## src/rtl/dmem_access_unit.sv

```systemverilog
// dmem_access_unit: initiator side of a word-indexed data memory port.
// Turns byte/halfword/word loads and stores from the MEM stage into word
// reads, word writes, or read-modify-write sequences, and returns aligned,
// extended load data with a one-cycle response pulse.
// Optional build macro DMEM_RANGE_CHECK_EN: when defined, a request whose
// byte address lies beyond the memory depth faults instead of wrapping.
module dmem_access_unit #(
   parameter int DEPTH_W = 5,
   parameter int RD_WAIT = 1
) (
   input  logic        clk,
   input  logic        rst_i,
   input  logic        req_valid_i,
   output logic        req_ready_o,
   input  logic        req_write_i,
   input  logic [1:0]  req_size_i,
   input  logic        req_signed_i,
   input  logic [31:0] req_addr_i,
   input  logic [31:0] req_wdata_i,
   output logic        resp_valid_o,
   output logic [31:0] resp_rdata_o,
   output logic        resp_err_o,
   output logic [31:0] mem_addr_o,
   output logic [31:0] mem_wdata_o,
   output logic        mem_read_o,
   output logic        mem_write_o,
   input  logic [31:0] mem_rdata_i
);

   typedef enum logic [1:0] {
      IDLE = 2'd0,
      RD   = 2'd1,
      WR   = 2'd2,
      RESP = 2'd3
   } state_t;

   localparam logic [1:0] SZ_BYTE = 2'b00;
   localparam logic [1:0] SZ_HALF = 2'b01;
   localparam logic [1:0] SZ_WORD = 2'b10;
   // Counter value on the last cycle of the read wait window.
   localparam logic [3:0] RD_LAST = 4'(RD_WAIT - 1);

   state_t      state;
   logic [3:0]  rd_cnt;
   logic        write_q;
   logic [1:0]  size_q;
   logic        signed_q;
   logic [1:0]  off_q;
   logic [15:0] wdata_q;   // only the lanes a sub-word store can touch

   logic        req_err;
   logic [31:0] req_index;

`ifndef DMEM_RANGE_CHECK_EN
   // Upper address bits wrap silently in this build.
   logic unused_upper_addr;
   assign unused_upper_addr = ^req_addr_i[31:DEPTH_W+2];
`endif

   assign req_ready_o = (state == IDLE) && !rst_i;
   assign req_index   = 32'(req_addr_i[DEPTH_W+1:2]);

   // Decode request faults: illegal size, misalignment, optional range.
   always_comb begin
      // NOTE: every always_comb output gets a default first so no path can infer a latch.
      req_err = 1'b0;
      case (req_size_i)
         SZ_BYTE: req_err = 1'b0;
         SZ_HALF: req_err = req_addr_i[0];
         SZ_WORD: req_err = |req_addr_i[1:0];
         default: req_err = 1'b1;
      endcase
`ifdef DMEM_RANGE_CHECK_EN
      if (|req_addr_i[31:DEPTH_W+2]) req_err = 1'b1;
`endif
   end

   // Select the addressed lane of a word and zero- or sign-extend it.
   function automatic logic [31:0] load_extend(input logic [31:0] word,
                                               input logic [1:0]  size,
                                               input logic [1:0]  off,
                                               input logic        sgn);
      logic [7:0]  b;
      logic [15:0] h;
      case (off)
         2'd0:    b = word[7:0];
         2'd1:    b = word[15:8];
         2'd2:    b = word[23:16];
         default: b = word[31:24];
      endcase
      h = off[1] ? word[31:16] : word[15:0];
      case (size)
         SZ_BYTE: return sgn ? {{24{b[7]}}, b} : {24'd0, b};
         SZ_HALF: return sgn ? {{16{h[15]}}, h} : {16'd0, h};
         default: return word;
      endcase
   endfunction

   // Replace the addressed byte or halfword lane of a word with store data.
   function automatic logic [31:0] store_merge(input logic [31:0] word,
                                               input logic [15:0] wdata,
                                               input logic [1:0]  size,
                                               input logic [1:0]  off);
      logic [31:0] res;
      res = word;
      if (size == SZ_BYTE) begin
         case (off)
            2'd0:    res[7:0]   = wdata[7:0];
            2'd1:    res[15:8]  = wdata[7:0];
            2'd2:    res[23:16] = wdata[7:0];
            default: res[31:24] = wdata[7:0];
         endcase
      end else if (off[1]) begin
         res[31:16] = wdata;
      end else begin
         res[15:0] = wdata;
      end
      return res;
   endfunction

   // Sequencer: accept, read wait window, write, respond; all outputs registered.
   always_ff @(posedge clk) begin
      // NOTE: sequential state uses non-blocking assignments so every register samples pre-edge values.
      if (rst_i) begin
         state        <= IDLE;
         rd_cnt       <= 4'd0;
         write_q      <= 1'b0;
         size_q       <= 2'b00;
         signed_q     <= 1'b0;
         off_q        <= 2'b00;
         wdata_q      <= 16'd0;
         resp_valid_o <= 1'b0;
         resp_rdata_o <= 32'd0;
         resp_err_o   <= 1'b0;
         mem_addr_o   <= 32'd0;
         mem_wdata_o  <= 32'd0;
         mem_read_o   <= 1'b0;
         mem_write_o  <= 1'b0;
      end else begin
         case (state)
            IDLE: begin
               if (req_valid_i) begin
                  write_q  <= req_write_i;
                  size_q   <= req_size_i;
                  signed_q <= req_signed_i;
                  off_q    <= req_addr_i[1:0];
                  wdata_q  <= req_wdata_i[15:0];
                  if (req_err) begin
                     state        <= RESP;
                     resp_valid_o <= 1'b1;
                     resp_err_o   <= 1'b1;
                     resp_rdata_o <= 32'd0;
                  end else if (!req_write_i || req_size_i != SZ_WORD) begin
                     state      <= RD;
                     rd_cnt     <= 4'd0;
                     mem_addr_o <= req_index;
                     mem_read_o <= 1'b1;
                  end else begin
                     state       <= WR;
                     mem_addr_o  <= req_index;
                     mem_wdata_o <= req_wdata_i;
                     mem_write_o <= 1'b1;
                  end
               end
            end
            RD: begin
               if (rd_cnt == RD_LAST) begin
                  mem_read_o <= 1'b0;
                  if (write_q) begin
                     state       <= WR;
                     mem_wdata_o <= store_merge(mem_rdata_i, wdata_q, size_q, off_q);
                     mem_write_o <= 1'b1;
                  end else begin
                     state        <= RESP;
                     resp_valid_o <= 1'b1;
                     resp_rdata_o <= load_extend(mem_rdata_i, size_q, off_q, signed_q);
                  end
               end else begin
                  rd_cnt <= rd_cnt + 4'd1;
               end
            end
            WR: begin
               mem_write_o  <= 1'b0;
               state        <= RESP;
               resp_valid_o <= 1'b1;
               resp_rdata_o <= 32'd0;
            end
            default: begin
               resp_valid_o <= 1'b0;
               resp_err_o   <= 1'b0;
               resp_rdata_o <= 32'd0;
               state        <= IDLE;
            end
         endcase
      end
   end

endmodule

```

## config.mk

```make
export PLATFORM = sky130hd
export DESIGN_NAME = dmem_access_unit
export DESIGN_NICKNAME = d
export VERILOG_FILES = /design/src/rtl/dmem_access_unit.sv
export SDC_FILE = /design/constraint.sdc
export NUM_CORES = 1
export LEC_CHECK = 0
export BUFFER_PORTS_ARGS = -buffer_cell sky130_fd_sc_hd__buf_2
export CAP_MARGIN = 20
export CORE_UTILIZATION = 49
export DETAILED_ROUTE_END_ITERATION = 10
export GPL_ROUTABILITY_DRIVEN = 0
export PLACE_DENSITY_LB_ADDON = 0.15
export SLEW_MARGIN = 20
export SYNTH_ARGS = -nofsm -noshare
export SYNTH_HDL_FRONTEND = slang
export SYNTH_SLANG_ARGS = --single-unit
```

## constraint.sdc

```tcl
create_clock -name clk -period 2.5 [get_ports clk]
set_clock_uncertainty 0.1 [all_clocks]
set_input_delay 0.625 -clock clk [delete_from_list [all_inputs] [get_ports clk]]
set_output_delay 0.625 -clock clk [all_outputs]
set_load 0.05 [all_outputs]
```

Word-level counts from Yosys, hierarchy flattened. Cells that the tools add are included.

Equal/unequal tests: 17. Reductions and logical operators: 23. Bitwise gates (word level): 2. Add/subtract/negate cells: 1. Muxes and demuxes: 52.

Operators with widths (count): 2-to-1 mux 32 bit (12); case mux 32 bit (2 select lines) (3); 2-to-1 mux 16 bit (3); 2-to-1 mux 8 bit (4); case mux 8 bit (3 select lines) (1); inequality test 2 bit (second input constant) (9); 2-to-1 mux 4 bit (4); 2-to-1 mux 1 bit (14); AND reduction 6 bit (2); AND reduction 5 bit (2); case mux 1 bit (3 select lines) (3); equality test 2 x 1 -> 1 bit (second input constant) (4); zero test 2 bit (4); 2-to-1 mux 2 bit (4); case mux 4 bit (2 select lines) (1); equality test 2 bit (second input constant) (3); case mux 2 bit (3 select lines) (1); AND reduction 3 bit (2); adder 4 x 1 -> 4 bit (second input constant) (1); zero test 4 bit (1); case mux 1 bit (2 select lines) (2); AND reduction 2 bit (2); AND reduction 4 bit (1); OR reduction 2 bit (2); other kinds (8) (10).

Word-level logic and storage cells: 109. Output and inout bits: 101. Register bits after elaboration: 101. Input bits: 103.

Logic depth before layout (Yosys ltp).
Depth in word-level cells: 7. Depth in mapped cells: 8. Gate-level depth less buffers: 6.

Least setup slack after synthesis. No wires, ideal clock.

Kind: input -> output. From: input rst_i. To: output req_ready_o. Arrival time: 1.670 ns. Required time: 1.775 ns. Path buffers: 2. Cell stages on the path: 3. Slack: 0.105 ns. Cell sequence: clkbuf_1 -> clkbuf_1 -> nor2_1.

Word-level cells in the longest chain between the ends: 2.

RTL lines: start: declaration (RTL line 12) `input logic rst_i,`; zero test 1 bit (RTL line 60) `assign req_ready_o = (state == IDLE) && !rst_i;`; logical AND 1 bit (RTL line 60); end: declaration (RTL line 14) `output logic req_ready_o,`.

Every way passes these cells.

Worst setup path in the final report.
From: register state[0]. To: output req_ready_o.

Word-level cells in the longest chain between the ends: 2.

RTL lines: start: declaration (RTL line 43) `state_t state;`; start signal: assignment (RTL line 125) `state <= IDLE;`; start signal: assignment (RTL line 149) `state <= RESP;`; start signal: assignment (RTL line 154) `state <= RD;`; zero test 2 bit (RTL line 60); logical AND 1 bit (RTL line 60).

Every way passes these cells.

==> impl_metrics.env <==
export IMPL_run_status="finished clean"
export IMPL_grt_overflow=0
export IMPL_maximum_number_of_pins_on_one_net_before_global_route_repair=48
export IMPL_hold_viol_final=0
export IMPL_maxSlewViolCount=0
export IMPL_route_met2_wl_um=7310
export IMPL_fillCellCount=971
export IMPL_place_inst=902
export IMPL_die_area_um2=11200
export IMPL_first_pass_grt_wire_length_um=24900
export IMPL_routed_wl_um=16000
export IMPL_post_cts_setup_buffer_count=0
export IMPL_synth_enable_flop_cells=0
export IMPL_numCtsBuffers=9
export IMPL_worst_pin_slew_ps=784
export IMPL_dominantRegCellSynth="sky130_fd_sc_hd__dfxtp_1"
export IMPL_timing_critical_path_from_type="flop"
export IMPL_crit_path_max_fanout=9
export IMPL_synth_cell_area_um2=5270
export IMPL_post_route_fraction_of_the_period_consumed_by_the_critical_path_pct=94.9
export IMPL_detailedPlacementHpwl_um=12100
export IMPL_placement_io_buffers=151
export IMPL_detail_route_wl_per_cell_um=17.5
export IMPL_cell_variety_after_synth=57
export IMPL_crit_chain="inv_1 -> ha_2 -> inv_1 -> nor2_1 -> buf_4"
export IMPL_number_of_global_route_vias_before_repair=4762
export IMPL_setup_viol_count_final=0
export IMPL_clock_tree_buffer_depth=2
export IMPL_clock_sink_count=101
export IMPL_routed_via_density=5.80
export IMPL_cts_htree_levels=3
export IMPL_max_cap_violations=0
export IMPL_timing_rr_start="rd_cnt[0]"
export IMPL_crit_type="flop to output port"
export IMPL_cts_root_cell="sky130_fd_sc_hd__clkbuf_8"
export IMPL_clkTransAtPathRegs_ps=100
export IMPL_cp_end_kind="output port"
export IMPL_antenna_violations_before_repair=1
export IMPL_number_of_nets_in_the_final_layout=886
export IMPL_irDropWorstVdd_mv=0.610
export IMPL_grt_total_usage_pct=28.3
export IMPL_switching_share_pct=48.9
export IMPL_dr_total_vias=5323
export IMPL_regToRegEndpoint="resp_rdata_o[28]"
export IMPL_internal_power_mw=3.51
export IMPL_pwr_share_clk_pct=16.1
export IMPL_netlist_area_leader_share_pct=38.4
export IMPL_dr_first_iter_drc_count=387
export IMPL_worstPathRequired_ps=1770
export IMPL_cp_arrival_ps=1650
export IMPL_wl_met3_um=1190
export IMPL_clk_latency_ps=370
export IMPL_placementRows=37
export IMPL_static_leakage_power_nw=2.65
export IMPL_syn_to_final_growth_pct=19.1
export IMPL_seq_power_share_pct=31.7
export IMPL_min_period_ps=2370
export IMPL_timing_critical_path_to="req_ready_o"
export IMPL_timing_hold_worst_class="flop to flop"
export IMPL_worst_r2r_path_depth=6
export IMPL_unrepaired_setup_endpoints_after_global_routing="no"
export IMPL_antennaDiodeCount=0
export IMPL_yosysTopAreaCell="sky130_fd_sc_hd__dfxtp_1"
export IMPL_layoutNonFillerInstCount=918
export IMPL_drtPass1Iterations=5
export IMPL_floorplan_initialDensity_pct=50.8
export IMPL_max_stage_delay_ps=350
export IMPL_asyncSetResetFlopFracSynth_pct=0
export IMPL_antenna_violating_nets_post_route=0
export IMPL_num_io_pins=204
export IMPL_synth_top_cells_by_area="sky130_fd_sc_hd__dfxtp_1 (38%), sky130_fd_sc_hd__o32ai_1 (5.7%), sky130_fd_sc_hd__nand2_1 (4.6%)"
export IMPL_synth_seq_area_share_pct=38.4
export IMPL_worst_r2r_setup_slack_ps=230
export IMPL_remaining_drc_errors=0
export IMPL_crit_start="state[0]"
export IMPL_dieWidth_um=106
export IMPL_syn_avg_cell_area_um2=8.18
export IMPL_yosys_warnings=0
export IMPL_design_core_area_um2=10400
export IMPL_power_frac_comb_pct=52.2
export IMPL_timing_setup_tns_ps=0
export IMPL_clock_fmax_mhz=422
export IMPL_clock_tree_from_tritoncts="built"
export IMPL_highest_signal_layer="met5"
export IMPL_critical_path_cell_with_the_highest_stage_delay="sky130_fd_sc_hd__dfxtp_1"
export IMPL_final_layout_size_suffix_gt1_share_pct=26.6
export IMPL_p_per_area_nw_per_um2=1090
export IMPL_fp_dieH_um=106
export IMPL_syn_instance_count=644
export IMPL_yosys_reg_bits=101
export IMPL_wirelength_met1_um=7200
export IMPL_power_switching_mw=3.35
export IMPL_worst_path_most_repeated_cell="sky130_fd_sc_hd__inv_1"
export IMPL_slew_limit_headroom_pct=47.6
==> Yosys cell counts, types with 3 or more instances <==
library cell and number:
sky130_fd_sc_hd__a211oi_1 10, sky130_fd_sc_hd__a21o_1 3, sky130_fd_sc_hd__a21oi_1 46, sky130_fd_sc_hd__a22oi_1 8, sky130_fd_sc_hd__a32o_1 18, sky130_fd_sc_hd__and3_1 18
sky130_fd_sc_hd__buf_2 10, sky130_fd_sc_hd__buf_4 27, sky130_fd_sc_hd__clkbuf_1 36, sky130_fd_sc_hd__dfxtp_1 101, sky130_fd_sc_hd__ha_1 6, sky130_fd_sc_hd__inv_1 41
sky130_fd_sc_hd__mux2_2 7, sky130_fd_sc_hd__mux2i_1 8, sky130_fd_sc_hd__nand2_1 65, sky130_fd_sc_hd__nand2b_1 19, sky130_fd_sc_hd__nand3_1 20, sky130_fd_sc_hd__nor2_1 39
sky130_fd_sc_hd__nor2b_1 14, sky130_fd_sc_hd__nor3_1 3, sky130_fd_sc_hd__nor3b_1 3, sky130_fd_sc_hd__o2111ai_1 6, sky130_fd_sc_hd__o21ai_0 38, sky130_fd_sc_hd__o22ai_1 18
sky130_fd_sc_hd__o2bb2ai_1 8, sky130_fd_sc_hd__o32ai_1 34
==> placed cells by master, fill, tap and decap left out, types with 10 or more instances in the layout <==
cell type	instances
sky130_fd_sc_hd__and3_1	18
sky130_fd_sc_hd__o21ai_0	38
sky130_fd_sc_hd__buf_2	150
sky130_fd_sc_hd__nand2b_1	19
sky130_fd_sc_hd__conb_1	27
sky130_fd_sc_hd__o22ai_1	18
sky130_fd_sc_hd__clkbuf_8	11
sky130_fd_sc_hd__nor2b_1	14
sky130_fd_sc_hd__o32ai_1	34
sky130_fd_sc_hd__nand3_1	20
sky130_fd_sc_hd__dfxtp_1	101
sky130_fd_sc_hd__inv_1	41
sky130_fd_sc_hd__a21oi_1	45
sky130_fd_sc_hd__a32o_1	18
sky130_fd_sc_hd__nor2_1	39
sky130_fd_sc_hd__nand2_1	65
sky130_fd_sc_hd__buf_4	20
sky130_fd_sc_hd__a211oi_1	10
==> registers in the layout, indices dropped and copies added (netlist names), 2 cells and up <==
name / cells
resp_rdata_o: 32
wdata_q: 16
size_q: 2
mem_wdata_o: 32
off_q: 2
rd_cnt: 4
mem_addr_o: 5
state: 2
==> cells by family after synthesis <==
logic type,after synthesis,share of synthesized area (%)
AO/OA/AOI/OAI,209,27.7
adder cells (fa/ha/maj),6,1.43
buffers and inverters,120,11.2
flip-flops,101,38.4
multiplexers,16,3.45
other,1,0.0712
AND/OR/NAND/NOR,191,17.8
==> power groups by stage <==
| stage | registers [mW] | clock network (mW) | logic (mW) |
|---|---|---|---|
| after floorplan | 3.09 | 0 | 1.78 |
| after global routing | 2.21 | 1.18 | 3.83 |
| after global placement | 2.19 | 0 | 3.49 |
| after CTS | 2.17 | 1.11 | 3.55 |
| final | 2.17 | 1.10 | 3.58 |
| after detailed placement | 2.20 | 0 | 3.54 |
==> final cells by class <==
| type | count | area (um2) | share of cell area, % |
|---|---|---|---|
| Multi-Input combinational cell | 449 | 2760 | 44.1 |
| Sequential cell | 101 | 2020 | 32.2 |
| Timing Repair Buffer | 172 | 941 | 15.0 |
| Tap cell | 136 | 170 | 2.71 |
| Inverter | 44 | 165 | 2.63 |
| Clock buffer | 11 | 151 | 2.41 |
| Clock inverter | 5 | 57.6 | 0.918 |
==> how the worst min path moves through the flow <==
stage / cells after the start / slack, ps / endpoint / startpoint
after floorplan: 2 / 330 / wdata_q[10] / wdata_q[10]
after global placement: 2 / 340 / wdata_q[8] / wdata_q[8]
after detailed placement: 2 / 340 / wdata_q[10] / wdata_q[10]
after CTS: 2 / 360 / wdata_q[10] / wdata_q[10]
after global routing: 2 / 380 / wdata_q[13] / wdata_q[13]
final: 2 / 360 / mem_wdata_o[26] / mem_wdata_o[26]
==> what timing repair did <==
item,CTS,global route
hold buffers,0,0
gates cloned,0,0
gates resized for setup,1,1
endpoints found under the setup margin,1,1
==> critical path: cells and delay by family, from the launching register on <==
family	cells	cell delay, ps
buf+inv	3	480
flops	1	350
fa+ha+maj	1	270
simple gates	1	180
==> per-layer routing <==
layer / GRT usage (%) / vias to the layer above
met4: 9.62 / 2
met2: 44.9 / 276
met1: 39.4 / 2480
met3: 3.71 / 26
li1: - / 2539
met5: 0 / -
==> stage by stage <==
step	setup slack, ps	hold WS (ps)	power [mW]	instance area (um2)	utilization (%)
final	128	359	6.86	6270	60.5
after floorplan	105	333	4.86	5360	-
after global routing	37.1	378	7.22	6270	60.5
after CTS	16.2	359	6.84	6270	60.4
after detailed placement	216	344	5.75	6060	58.4
after global placement	273	338	5.68	6060	58.4
Power figures use the tool's default switching activity.
